<file path="src/rtl/gpr_wb_arbiter.sv">
// Round-robin arbiter sharing the single GPR write port between NREQ writeback requesters,
// with a one-entry registered write stage and two read-address bypass lanes.
module gpr_wb_arbiter #(
    parameter int unsigned NREQ   = 4,
    parameter int unsigned DATA_W = 16,
    parameter int unsigned ADDR_W = 3
) (
    input  logic                     clk,
    input  logic                     rst,
    input  logic                     arb_en,
    input  logic [NREQ-1:0]          req_valid,
    input  logic [NREQ*ADDR_W-1:0]   req_dest,
    input  logic [NREQ*DATA_W-1:0]   req_data,
    output logic [NREQ-1:0]          req_ready,
    output logic                     reg_write_en,
    output logic [ADDR_W-1:0]        reg_write_dest,
    output logic [DATA_W-1:0]        reg_write_data,
    input  logic [ADDR_W-1:0]        byp_addr1,
    output logic                     byp_hit1,
    output logic [DATA_W-1:0]        byp_data1,
    input  logic [ADDR_W-1:0]        byp_addr2,
    output logic                     byp_hit2,
    output logic [DATA_W-1:0]        byp_data2
);

    localparam int unsigned PTR_W = (NREQ > 1) ? $clog2(NREQ) : 1;

    logic [PTR_W-1:0]  rr_ptr;
    logic [PTR_W-1:0]  rr_ptr_nxt;
    logic [PTR_W-1:0]  gnt_idx;
    logic              xfer;
    logic [ADDR_W-1:0] sel_dest;
    logic [DATA_W-1:0] sel_data;
    int unsigned       scan;

    // Search from rr_ptr, wrapping; the first valid requester wins. Grant never depends on payload.
    always_comb begin
        req_ready = '0;
        gnt_idx   = '0;
        xfer      = 1'b0;
        scan      = 0;
        for (int i = 0; i < NREQ; i++) begin
            scan = 32'(rr_ptr) + 32'(i);
            if (scan >= NREQ) begin
                scan = scan - NREQ;
            end
            if (!xfer && arb_en && !rst && req_valid[scan]) begin
                xfer            = 1'b1;
                gnt_idx         = PTR_W'(scan);
                req_ready[scan] = 1'b1;
            end
        end
    end

    always_comb begin
        sel_dest   = req_dest[gnt_idx*ADDR_W +: ADDR_W];
        sel_data   = req_data[gnt_idx*DATA_W +: DATA_W];
        rr_ptr_nxt = (gnt_idx == PTR_W'(NREQ - 1)) ? '0 : gnt_idx + PTR_W'(1);
    end

    // Write stage: reset drops any staged write; dest/data hold when idle.
    always_ff @(posedge clk) begin
        if (rst) begin
            reg_write_en   <= 1'b0;
            reg_write_dest <= '0;
            reg_write_data <= '0;
            rr_ptr         <= '0;
        end else begin
            reg_write_en <= xfer;
            if (xfer) begin
                reg_write_dest <= sel_dest;
                reg_write_data <= sel_data;
                rr_ptr         <= rr_ptr_nxt;
            end
        end
    end

    // The GPR file has not captured the staged write yet, so forward it to readers.
    always_comb begin
        byp_hit1  = reg_write_en && (byp_addr1 == reg_write_dest);
        byp_hit2  = reg_write_en && (byp_addr2 == reg_write_dest);
        byp_data1 = reg_write_data;
        byp_data2 = reg_write_data;
    end

endmodule

</file>
<file path="config.mk">
export PLATFORM = sky130hd
export DESIGN_NAME = gpr_wb_arbiter
export DESIGN_NICKNAME = d
export VERILOG_FILES = /design/src/rtl/gpr_wb_arbiter.sv
export SDC_FILE = /design/constraint.sdc
export NUM_CORES = 1
export LEC_CHECK = 0
export BUFFER_PORTS_ARGS = -buffer_cell sky130_fd_sc_hd__clkbuf_2
export CAP_MARGIN = 20
export CORE_MARGIN = 4
export CORE_UTILIZATION = 30
export DETAILED_ROUTE_END_ITERATION = 12
export REMOVE_ABC_BUFFERS = 1
export SLEW_MARGIN = 40
export SYNTH_ARGS = -nofsm -noshare
export SYNTH_HDL_FRONTEND = slang
export SYNTH_SLANG_ARGS = --single-unit
</file>
<file path="constraint.sdc">
create_clock -name clk -period 2.9 [get_ports clk]
set_input_delay 0.29 -clock clk [delete_from_list [all_inputs] [get_ports clk]]
set_output_delay 0.29 -clock clk [all_outputs]
set_load 0.02 [all_outputs]
</file>
# Yosys cells after proc, flatten, opt, wreduce, memory -nomap -nowiden
# Index checks and enable logic that the tools add are counted.
# W data, S select, Z words.
# classes
n_addsub	8
n_mul	1
order_cmp	12
eq_ne	3
shifts	2
n_mux	33
bitwise_logic	3
n_reduce_logical	21
# ops
operator	n
$ge A32 B1 Y1 const B	4
$lt A32 B3 Y1 const B	4
$mux W32	4
$shiftx A64 B7 Y16	1
$logic_and A1 B1 Y1	17
$mux W4	4
$mux W1	12
$or A4 B4 Y4	3
$shiftx A12 B5 Y3	1
$sub A3 B3 Y4 const B	3
$mux W2	5
$ge A3 B3 Y1 const B	3
$bmux W1 S2	4
$demux W1 S2	4
$add A2 B2 Y3 const B	2
$eq A3 B3 Y1	2
$logic_not A1 Y1	4
$mul A2 B2 Y4 const B	1
$sub A2 B3 Y4 const B	1
$add A2 B1 Y3 const B	1
$ge A2 B3 Y1 const B	1
$add A2 B1 Y2 const B	1
$eq A2 B2 Y1 const B	1
# totals
reg_bits	22
inputBits	89
out_inout_bits	58
word_cells	87

# Logic depth before layout (Yosys ltp)
# Gate-level depths: netlist (run 1).
# depth
ltp_word	23
mapped_depth	11
mapped_depth_nobuf	8

# Worst setup path before layout (run 1)
# No wires, ideal clock.
# synth_timing
path_type	register -> register
from	register rr_ptr[0]
to	register reg_write_dest[2]
t_arrival_ps	2381
required_time_ps	2786
path_slack_ps	405
stages_incl_launch_ff	10
synth_period_minus_slack_ps	2495
cell_sequence	dfxtp_1 > buf_6 > inv_1 > ha_1 > mux4_2 > nand2b_1 > a21oi_1 > a21o_2 > mux4_2 > a21o_1
# synth_between
elab_chain_len	23
elab_cells_between_ends	46
classes_between	7 x add/sub; 1 x mul; 4 x order compare; 1 x shift; 20 x mux; 13 x reduce/logical
# synth_lines
item	line_no	text
start, declared	28	logic [PTR_W-1:0] rr_ptr;
start signal, assigned	73	rr_ptr <= rr_ptr_nxt;
$sub A2 B3 Y4 / $ge A2 B3 Y1 (equally long branches)	45, 44	
$mux W32	44	if (scan >= NREQ) begin
$bmux W1 S2	47	if (!xfer && arb_en && !rst && req_valid[scan]) begin
$mux W1 (not written as such)	47	
$logic_and A1 B1 Y1	47	
$mux W1	47	
$logic_not A1 Y1	47	
$logic_and A1 B1 Y1 (3 in a row)	47	
$mux W1	47	
$logic_not A1 Y1	47	
$logic_and A1 B1 Y1 (3 in a row)	47	
$mux W1	47	
$logic_not A1 Y1	47	
$logic_and A1 B1 Y1 (3 in a row)	47	
$mux W2	47	
$mul A2 B2 Y4	56	sel_dest = req_dest[gnt_idx*ADDR_W +: ADDR_W];
$shiftx A12 B5 Y3	56	
end signal, assigned	71	reg_write_dest <= sel_dest;
end, declared	16	output logic [ADDR_W-1:0] reg_write_dest,
# Parallel ways exist; a longest one is shown, timed or not. The select of a mux whose other input is x is not followed.
# A chain may end at the register's enable or synchronous reset.

# Final worst setup path (run 1)
# layout_timing
from	register rr_ptr[1]
to	output req_ready[0]
# layout_between
elab_chain_len	21
elab_cells_between_ends	66
classes_between	7 x add/sub; 12 x order compare; 27 x mux; 3 x bitwise; 17 x reduce/logical
# layout_lines
item	line_no	text
branches (longest 20 deep; another with $ge A32 B1 Y1)	--	
$mux W4 (*)	47	
end, declared	14	output logic [NREQ-1:0] req_ready,
# Every way passes the cells marked *. The select of a mux whose other input is x is not followed.

==> summary.txt, run 1 <==
Input/output buffers: 146
Routed vias/inst: 4.82
Power share of the clock group: 0.135
CTS resizes: 0
EDFF count, synth: 0
Hold Path Origin: rst
Starting density of the core: 0.308
Tightest Hold Check Type: in -> reg
Top-count cell post-synth: mux2i_1
FP Rows: 30
Most used standard cells in the synthesized netlist: 38 x mux2i_1, 32 x buf_4, 24 x nand2_1
Global route total overflow: 0
Fraction of synthesized area in multiplexers: 0.242
Chip Height: 91.3 um
Die Width: 91.3 um
Synth top area share: 0.212
Psw: 1.03 mW
Average routed wire per standard cell: 14.2 um
Achievable frequency: 0.380 GHz
Final weighted congestion of routability-driven global placement: 0.770
Total Wirelength: 5790 um
Data required time at the worst endpoint: 2.61 ns
Number of synthesized register bits: 22
Share of the cycle needed by the critical path after routing: 0.907
Final critical-path required period: 2.63 ns
Fraction of layout instances using a drive strength above 1: 0.559
TritonCTS clock tree: done
Clock insertion delay at the later pin of the skew report: 0.27 ns
Dominant cell type by area after synthesis: dfxtp_1
Sequential share of the synthesized area: 0.212
Maximum number of buffers from clock root to sink: 2
Drt drc: 0
Startpoint of the most critical register-to-register path: rr_ptr[0]
First-pass GRT wire length: 9210 um
Worst setup path startpoint: rr_ptr[1]
Total power density per cell area: 798 nW/um^2
Result of the run: complete, no violations
Part of the power in registers: 0.241
Antenna violations before repair: 0
Ant. Diodes: 0
Post-CTS setup buffer count: 0
GR Util All Layers: 0.132
Maximum clock skew at final layout: 0.0103 ns
Compound-cell area share of the yosys netlist: 0.176
Half-perimeter wire length after detailed placement: 4780 um
Most area-consuming cells after synthesis: dfxtp_1 21%, mux2i_1 18%, buf_4 12%
Adder-cell share of the synthesized area: 0.0481
Via count of the first global-routing pass: 1966
Relative slew margins: 0.685
Post-route total power: 2.14 mW
Async set or reset register ratio after synthesis: 0
Design internal power: 1.11 mW
Simple-gate share of the synthesized area: 0.0968
Hold Buf Count CTS: 0
Synth warn: 0
Post-Synthesis Cell Area: 2080 sq um
Avg Cell Area, Syn: 9.82 sq um
Layout-stage area growth over the synthesis result: 28.8%
Worst IR Drop VDD: 0.331 mV
Crit. End Element: output pin
Number of H-tree levels: 1
Initial detailed-routing violation count: 75
Tightest Pin Transition: 0.459 ns
Total number of vias: 1973
Root Buffer Master: clkbuf_8
Number of ports placed on the die boundary: 147
Clock buffer count from CTS: 3
Post-layout utilization of the core: 0.397
Count of distinct cell types in the synthesized netlist: 35
Top_reg_cell synth: dfxtp_1
Total setup violations reported at the end of the flow: 0
Fraction of power spent switching nets: 0.481
Portion of total power attributed to combinational logic: 0.624
Post-synthesis share of cell area spent on xor and xnor gates: 0.0337
First-pass DRT Iterations: 4
Count of endpoints failing hold in the final timing report: 0
Data arrival, critical path: 2.34 ns
MaxCap Viol Count: 0
Cells after synthesis: 212
Clock-pin slew reported for the worst setup and hold paths after clock tree synthesis: 0.08 ns
Unrepaired setup endpoints after global routing: false
Standby leakage power: 1.30 nW
Net count of the finished layout: 427
Num Clock Sinks: 22
Category of the worst setup path launch point: flip-flop
Antenna-violating nets left: 0
Area of the placeable core: 6760 sq um
Final Slew Violations: 0
Combinational family with the most area after synthesis: multiplexers
Die Outline Area: 8340 sq um
Largest net degree at the start of global routing: 25
Setup Crit Path Kind: reg -> out
Peak fanout along the critical path: 9
==> final cells by class <==
| class | instances | area [sq um] |
|---|---|---|
| inverter | 10 | 37.5 |
| clock inverter | 1 | 30.0 |
| fill | 697 | 4070 |
| multi-input combinational | 139 | 1240 |
| tap | 80 | 100 |
| clock buffer | 3 | 41.3 |
| sequential | 22 | 440 |
| timing repair buffer | 154 | 791 |
==> power by group through the flow <==
stage               sequential [mW]  combinational, mW  clock [mW]
CTS                           0.517               1.35       0.298
global route                  0.535               1.44       0.307
detailed placement            0.523               1.35           0
finish                        0.515               1.34       0.289
floorplan                     0.846              0.547           0
global placement              0.522               1.33           0
==> layout by cell type, fill, tap and decap left out, types with 4 or more instances in the layout <==
cell type / count
clkbuf_2: 146
ha_1: 8
mux4_2: 4
dfxtp_1: 22
inv_1: 9
o21ai_0: 4
nand2_1: 24
xor2_1: 5
o221ai_1: 8
a222oi_1: 4
buf_4: 8
o221ai_2: 10
nor2_1: 7
mux2i_1: 38
==> final timing paths <==
path,depth (start not counted),slack [ns],to
setup / recovery,7,0.27,req_ready[0]
hold / removal,2,0.31,rr_ptr[0]
setup reg to reg,9,0.37,byp_data1[10]
hold reg to reg,2,0.53,byp_data1[6]
==> critical path: stages, from the launching register on <==
cell	delay, ns
dfxtp_1	0.33
buf_4	0.18
mux2_2	0.35
mux2i_1	0.39
nor2_1	0.17
a222oi_1	0.32
o21ai_0	0.15
clkbuf_2	0.18
==> flip-flops by register name, indices dropped and copies added (netlist names) <==
| register | count |
|---|---|
| reg_write_en | 1 |
| byp_data1 | 16 |
| reg_write_dest | 3 |
| rr_ptr | 2 |
==> cells by family after synthesis <==
group           after synthesis
compound gates               35
flops                        22
buf+inv                      51
xor+xnor                      8
fa+ha+maj                     8
mux                          45
simple gates                 43
==> routing by layer <==
layer	GRT usage	up-vias	part of all wire
met3	0.0232	4	0.071
li1	-	976	-
met4	0.0251	0	0.0059
met2	0.241	100	0.51
met5	0	-	0
met1	0.161	893	0.41
==> through the flow <==
step	TNS (ns)	setup slack, ns	area [sq um]	cells	hold slack [ns]
after floorplan	-6.31	-0.449	1720	171	0.359
after global placement	0	0.408	2610	405	0.506
after detailed placement	0	0.338	2610	405	0.512
after CTS	0	0.305	2680	409	0.307
after global routing	0	0.0599	2680	409	0.339
final	0	0.269	2680	409	0.309
Power figures use the tool's default switching activity.
==> run 2, diff against run 1 <==
Settings changed: RECOVER_POWER set to 100, SLEW_MARGIN 40 to 20.
Clock period 2.9 ns to 3.2 ns, I/O delays scaled along.
==> summary.txt, run 2 (synthesis gave the netlist of run 1 again) <==
Data required time at the worst endpoint: 2.88 ns
Routed vias/inst: 4.81
Tightest Pin Transition: 0.645 ns
Setup Crit Path Kind: reg -> out
Number of H-tree levels: 1
Total power density per cell area: 696 nW/um^2
Initial detailed-routing violation count: 65
Final Slew Violations: 0
Fraction of layout instances using a drive strength above 1: 0.353
Unrepaired setup endpoints after global routing: false
Maximum clock skew at final layout: 0.00168 ns
Ant. Diodes: 0
Total number of vias: 1954
Tightest Hold Check Type: in -> reg
Commonest cells after routing, fill and taps aside: 90 x clkbuf_2, 56 x clkbuf_1, 38 x mux2i_1, 24 x nand2_1, 22 x dfxtp_1
Met2 layer wire length in the routed design: 2950 um
Clock buffer count from CTS: 3
Half-perimeter wire length after detailed placement: 4760 um
Combined buffer and inverter count along the critical path: 2
TritonCTS clock tree: done
Crit. End Element: output pin
Hold Buf Count CTS: 0
MaxCap Viol Count: 0
Standby leakage power: 1.09 nW
Post-layout utilization of the core: 0.371
Total setup violations reported at the end of the flow: 0
Design internal power: 0.844 mW
Max FFs per register: 16
Die Outline Area: 8340 sq um
Global route total overflow: 0
Ordered cell list for the critical path: inv_1, ha_1, mux4_2, nand2b_1, nor2_1, a222oi_1, o21ai_0, clkbuf_1
Total Wirelength: 5770 um
Number of cells on the critical path: 8
Number of fill cells: 743
Peak fanout along the critical path: 10
Antenna violations before repair: 0
Number of ports placed on the die boundary: 147
Clock insertion delay at the later pin of the skew report: 0.26 ns
Routed metal-1 wirelength: 2330 um
Worst setup slack before clock tree synthesis: 0.377 ns
Count of cells along the worst hold path: 2
First-pass DRT Iterations: 4
Num Clock Sinks: 22
Final critical-path required period: 2.98 ns
Antenna-violating nets left: 0
Layout-stage area growth over the synthesis result: 20.3%
Power share of the clock group: 0.100
Portion of total power attributed to combinational logic: 0.622
Final sum of negative setup slack: 0 ns
Input/output buffers: 146
Net count of the finished layout: 425
Area of the placeable core: 6760 sq um
Share of the cycle needed by the critical path after routing: 0.930
First-pass GRT wire length: 8890 um
Achievable frequency: 0.336 GHz
Count of endpoints failing hold in the final timing report: 0
Uppermost layer routed: met4
Worst IR Drop VDD: 0.250 mV
Drt drc: 0
Final weighted congestion of routability-driven global placement: 0.846
Chip Height: 91.3 um
Part of the power in registers: 0.278
Root Buffer Master: clkbuf_8
Length in cells of the worst reg-to-reg path: 9
Setup WS post-layout: 0.225 ns
Most frequent standard cell in the layout excluding fill and tap cells: clkbuf_2
CP max stage delay: 0.54 ns
Post-CTS setup buffer count: 0
Library cell contributing the largest single delay on the critical path: dfxtp_1
GR Util All Layers: 0.129
Data arrival, critical path: 2.66 ns
Starting density of the core: 0.308
Relative slew margins: 0.568
Psw: 0.900 mW
Category of the worst setup path launch point: flip-flop
Die Width: 91.3 um
Storage element area: 440 sq um
Routed met3 length: 441 um
CTS resizes: 0
Average routed wire per standard cell: 14.2 um
Maximum number of buffers from clock root to sink: 2
Post-route total power: 1.74 mW
Fraction of power spent switching nets: 0.516
Multi-input gate area in the final layout: 1180 sq um
Result of the run: complete, no violations
Clock-pin slew reported for the worst setup and hold paths after clock tree synthesis: 0.08 ns
Cell class contributing the biggest share of worst-path delay: flip-flops
Largest net degree at the start of global routing: 25
FP Rows: 30
Via count of the first global-routing pass: 1900
-- run 2: path summary, 6_finish.rpt --
kind / slack [ns] / endpoint / from
max: 0.22 / req_ready[2] / rr_ptr[1]
min: 0.32 / rr_ptr[1] / rst
max reg2reg: 0.41 / byp_data1[7] / rr_ptr[1]
min reg2reg: 0.53 / byp_data1[2] / byp_data1[2]
-- run 2: layout make-up --
class | instances | area share
inverters | 10 | 0.0150
flip-flops and latches | 22 | 0.176
clock buffers | 3 | 0.0165
repair buffers | 152 | 0.282
multi-input cells | 139 | 0.471
well taps | 80 | 0.0400
-- run 2: metrics by stage --
stage	instance area (sq um)	hold WS [ns]	cells
after CTS	2640	0.320	406
after detailed placement	2600	0.518	403
final	2500	0.323	406
after global routing	2500	0.337	406
after global placement	2600	0.506	403
after floorplan	1720	0.389	171
-- run 2: power by group through the flow --
stage	combinational [mW]	sequential [mW]	clock, mW
after floorplan	0.495	0.767	0
final	1.08	0.485	0.174
after detailed placement	1.19	0.494	0
after global routing	1.17	0.506	0.194
after global placement	1.18	0.493	0
after CTS	1.19	0.491	0.184
-- run 2: per-layer routing --
layer,track usage,vias up
met3,0.0307,4
met1,0.154,884
met5,0,-
met2,0.238,99
li1,-,967
met4,0.0176,0
==> run 3, diff against run 2 <==
==> constraint.sdc (replaced) <==
create_clock -name clk -period 2.39 [get_ports clk]
set_input_delay 0.1195 -clock clk [delete_from_list [all_inputs] [get_ports clk]]
set_output_delay 0.1195 -clock clk [all_outputs]
set_load 0.02 [all_outputs]
==> summary.txt, run 3 (synthesis gave the netlist of run 1 again) <==
Result of the run: complete, no violations
End point of the most critical hold path: rr_ptr[1]
Average routed wire per standard cell: 14.2 um
Number of ports placed on the die boundary: 147
Relative slew margins: 0.762
Number of H-tree levels: 1
Commonest cells after routing, fill and taps aside: 89 x clkbuf_2, 54 x clkbuf_1, 37 x mux2i_1, 24 x nand2_1, 20 x dfxtp_1
Post-route total power: 2.70 mW
Category of the worst setup path launch point: flip-flop
Routed vias/inst: 4.78
Hold Path Origin: rst
Global route total overflow: 0
Final Slew Violations: 0
Count of cells along the worst hold path: 2
Largest net degree at the start of global routing: 25
Ordered cell list for the critical path: inv_1, ha_4, mux4_2, nand2b_4, a21oi_1, a21o_2, mux4_2, a21o_1
Setup Crit Path Kind: reg -> reg
Clock insertion delay at the later pin of the skew report: 0.26 ns
Die Width: 91.3 um
Setup WS post-layout: 0.0804 ns
Antenna-violating nets left: 0
Antenna violations before repair: 0
Most frequent standard cell in the layout excluding fill and tap cells: clkbuf_2
Share of the cycle needed by the critical path after routing: 0.966
Peak fanout along the critical path: 3
Cell class contributing the biggest share of worst-path delay: multiplexers
Area of the placeable core: 6760 sq um
Tightest Hold Check Type: in -> reg
Ant. Diodes: 0
Count of endpoints failing hold in the final timing report: 0
Final weighted congestion of routability-driven global placement: 0.811
Maximum number of buffers from clock root to sink: 2
Num Clock Sinks: 22
Crit. End Element: flip-flop
Fin Hold WS: 0.120 ns
Starting density of the core: 0.308
GR Util All Layers: 0.135
Input/output buffers: 146
Clock-pin slew reported for the worst setup and hold paths after clock tree synthesis: 0.09 ns
First-pass DRT Iterations: 4
Maximum clock skew at final layout: 0.00227 ns
Most common cell on crit path: mux4_2
Total setup violations reported at the end of the flow: 0
Via count of the first global-routing pass: 2003
Total power density per cell area: 974 nW/um^2
Data required time at the worst endpoint: 2.56 ns
First-pass GRT wire length: 9320 um
Tightest Pin Transition: 0.355 ns
Length in cells of the worst reg-to-reg path: 8
Library cell contributing the largest single delay on the critical path: mux4_2
R2r setup slk: 0.08 ns
Final critical-path required period: 2.31 ns
Critical register-to-register path endpoint: reg_write_dest[2]
Half-perimeter wire length after detailed placement: 4820 um
Chip Height: 91.3 um
Max FFs per register: 16
Worst setup slack before clock tree synthesis: 0.0521 ns
Initial detailed-routing violation count: 45
CP max stage delay: 0.50 ns
Achievable frequency: 0.433 GHz
Startpoint of the most critical register-to-register path: rr_ptr[0]
Combined buffer and inverter count along the critical path: 1
MaxCap Viol Count: 0
FP Rows: 30
Drt drc: 0
Clock buffer count from CTS: 3
Net count of the finished layout: 438
Worst IR Drop VDD: 0.364 mV
Standby leakage power: 1.20 nW
TritonCTS clock tree: done
Layout-stage area growth over the synthesis result: 33.2%
Total Wirelength: 5950 um
Die Outline Area: 8340 sq um
Root Buffer Master: clkbuf_8
Fraction of layout instances using a drive strength above 1: 0.438
Data arrival, critical path: 2.48 ns
Post-layout utilization of the core: 0.410
Total number of vias: 2008
## run 3: worst max-delay path by stage
stage | cells past startpoint | slack, ns | start | endpoint
global placement | 7 | 0.10 | rr_ptr[0] | reg_write_dest[2]
global route | 8 | -0.01 | rr_ptr[1] | req_ready[0]
finish | 8 | 0.08 | rr_ptr[0] | reg_write_dest[2]
floorplan | 8 | -0.96 | rr_ptr[0] | reg_write_dest[2]
CTS | 8 | 0.003 | rr_ptr[0] | req_ready[1]
detailed placement | 8 | 0.05 | rr_ptr[1] | reg_write_dest[2]
## run 3: stage by stage
step / cells / setup TNS, ns / instance area (sq um)
after floorplan: 171 / -16.61 / 1720
after global placement: 414 / 0 / 2690
after detailed placement: 414 / 0 / 2690
after CTS: 418 / 0 / 2770
after global routing: 420 / -0.0176 / 2770
final: 420 / 0 / 2770
## run 3: layer usage
metal | vias up | track usage | share of wire
met4 | 0 | 0.0264 | 0.0039
met1 | 921 | 0.167 | 0.42
met2 | 87 | 0.244 | 0.52
met3 | 2 | 0.0224 | 0.061
li1 | 998 | - | -
met5 | - | 0 | 0
## run 3: what timing repair did
item / in CTS / in global routing
cloned: 0 / 0
hold buffers: 0 / 0
setup endpoints to repair: 4 / 22
gates resized for setup: 2 / 21
setup buffers: 0 / 2
pin swaps: 0 / 3
## run 3: report_power, final
| part | leakage, nW | switching, mW | internal (mW) |
|---|---|---|---|
| Clock | 0.0357 | 0.131 | 0.224 |
| Sequential | 0.183 | 0.132 | 0.497 |
| Combinational | 0.980 | 1.03 | 0.682 |
## run 3: area by class of cell
type | instances | area, sq um
multi-input combinational | 139 | 1280
clock inverter | 1 | 30.0
inverter | 10 | 37.5
fill | 720 | 3980
clock buffer | 3 | 41.3
sequential | 22 | 443
timing repair buffer | 165 | 840
tap | 80 | 100
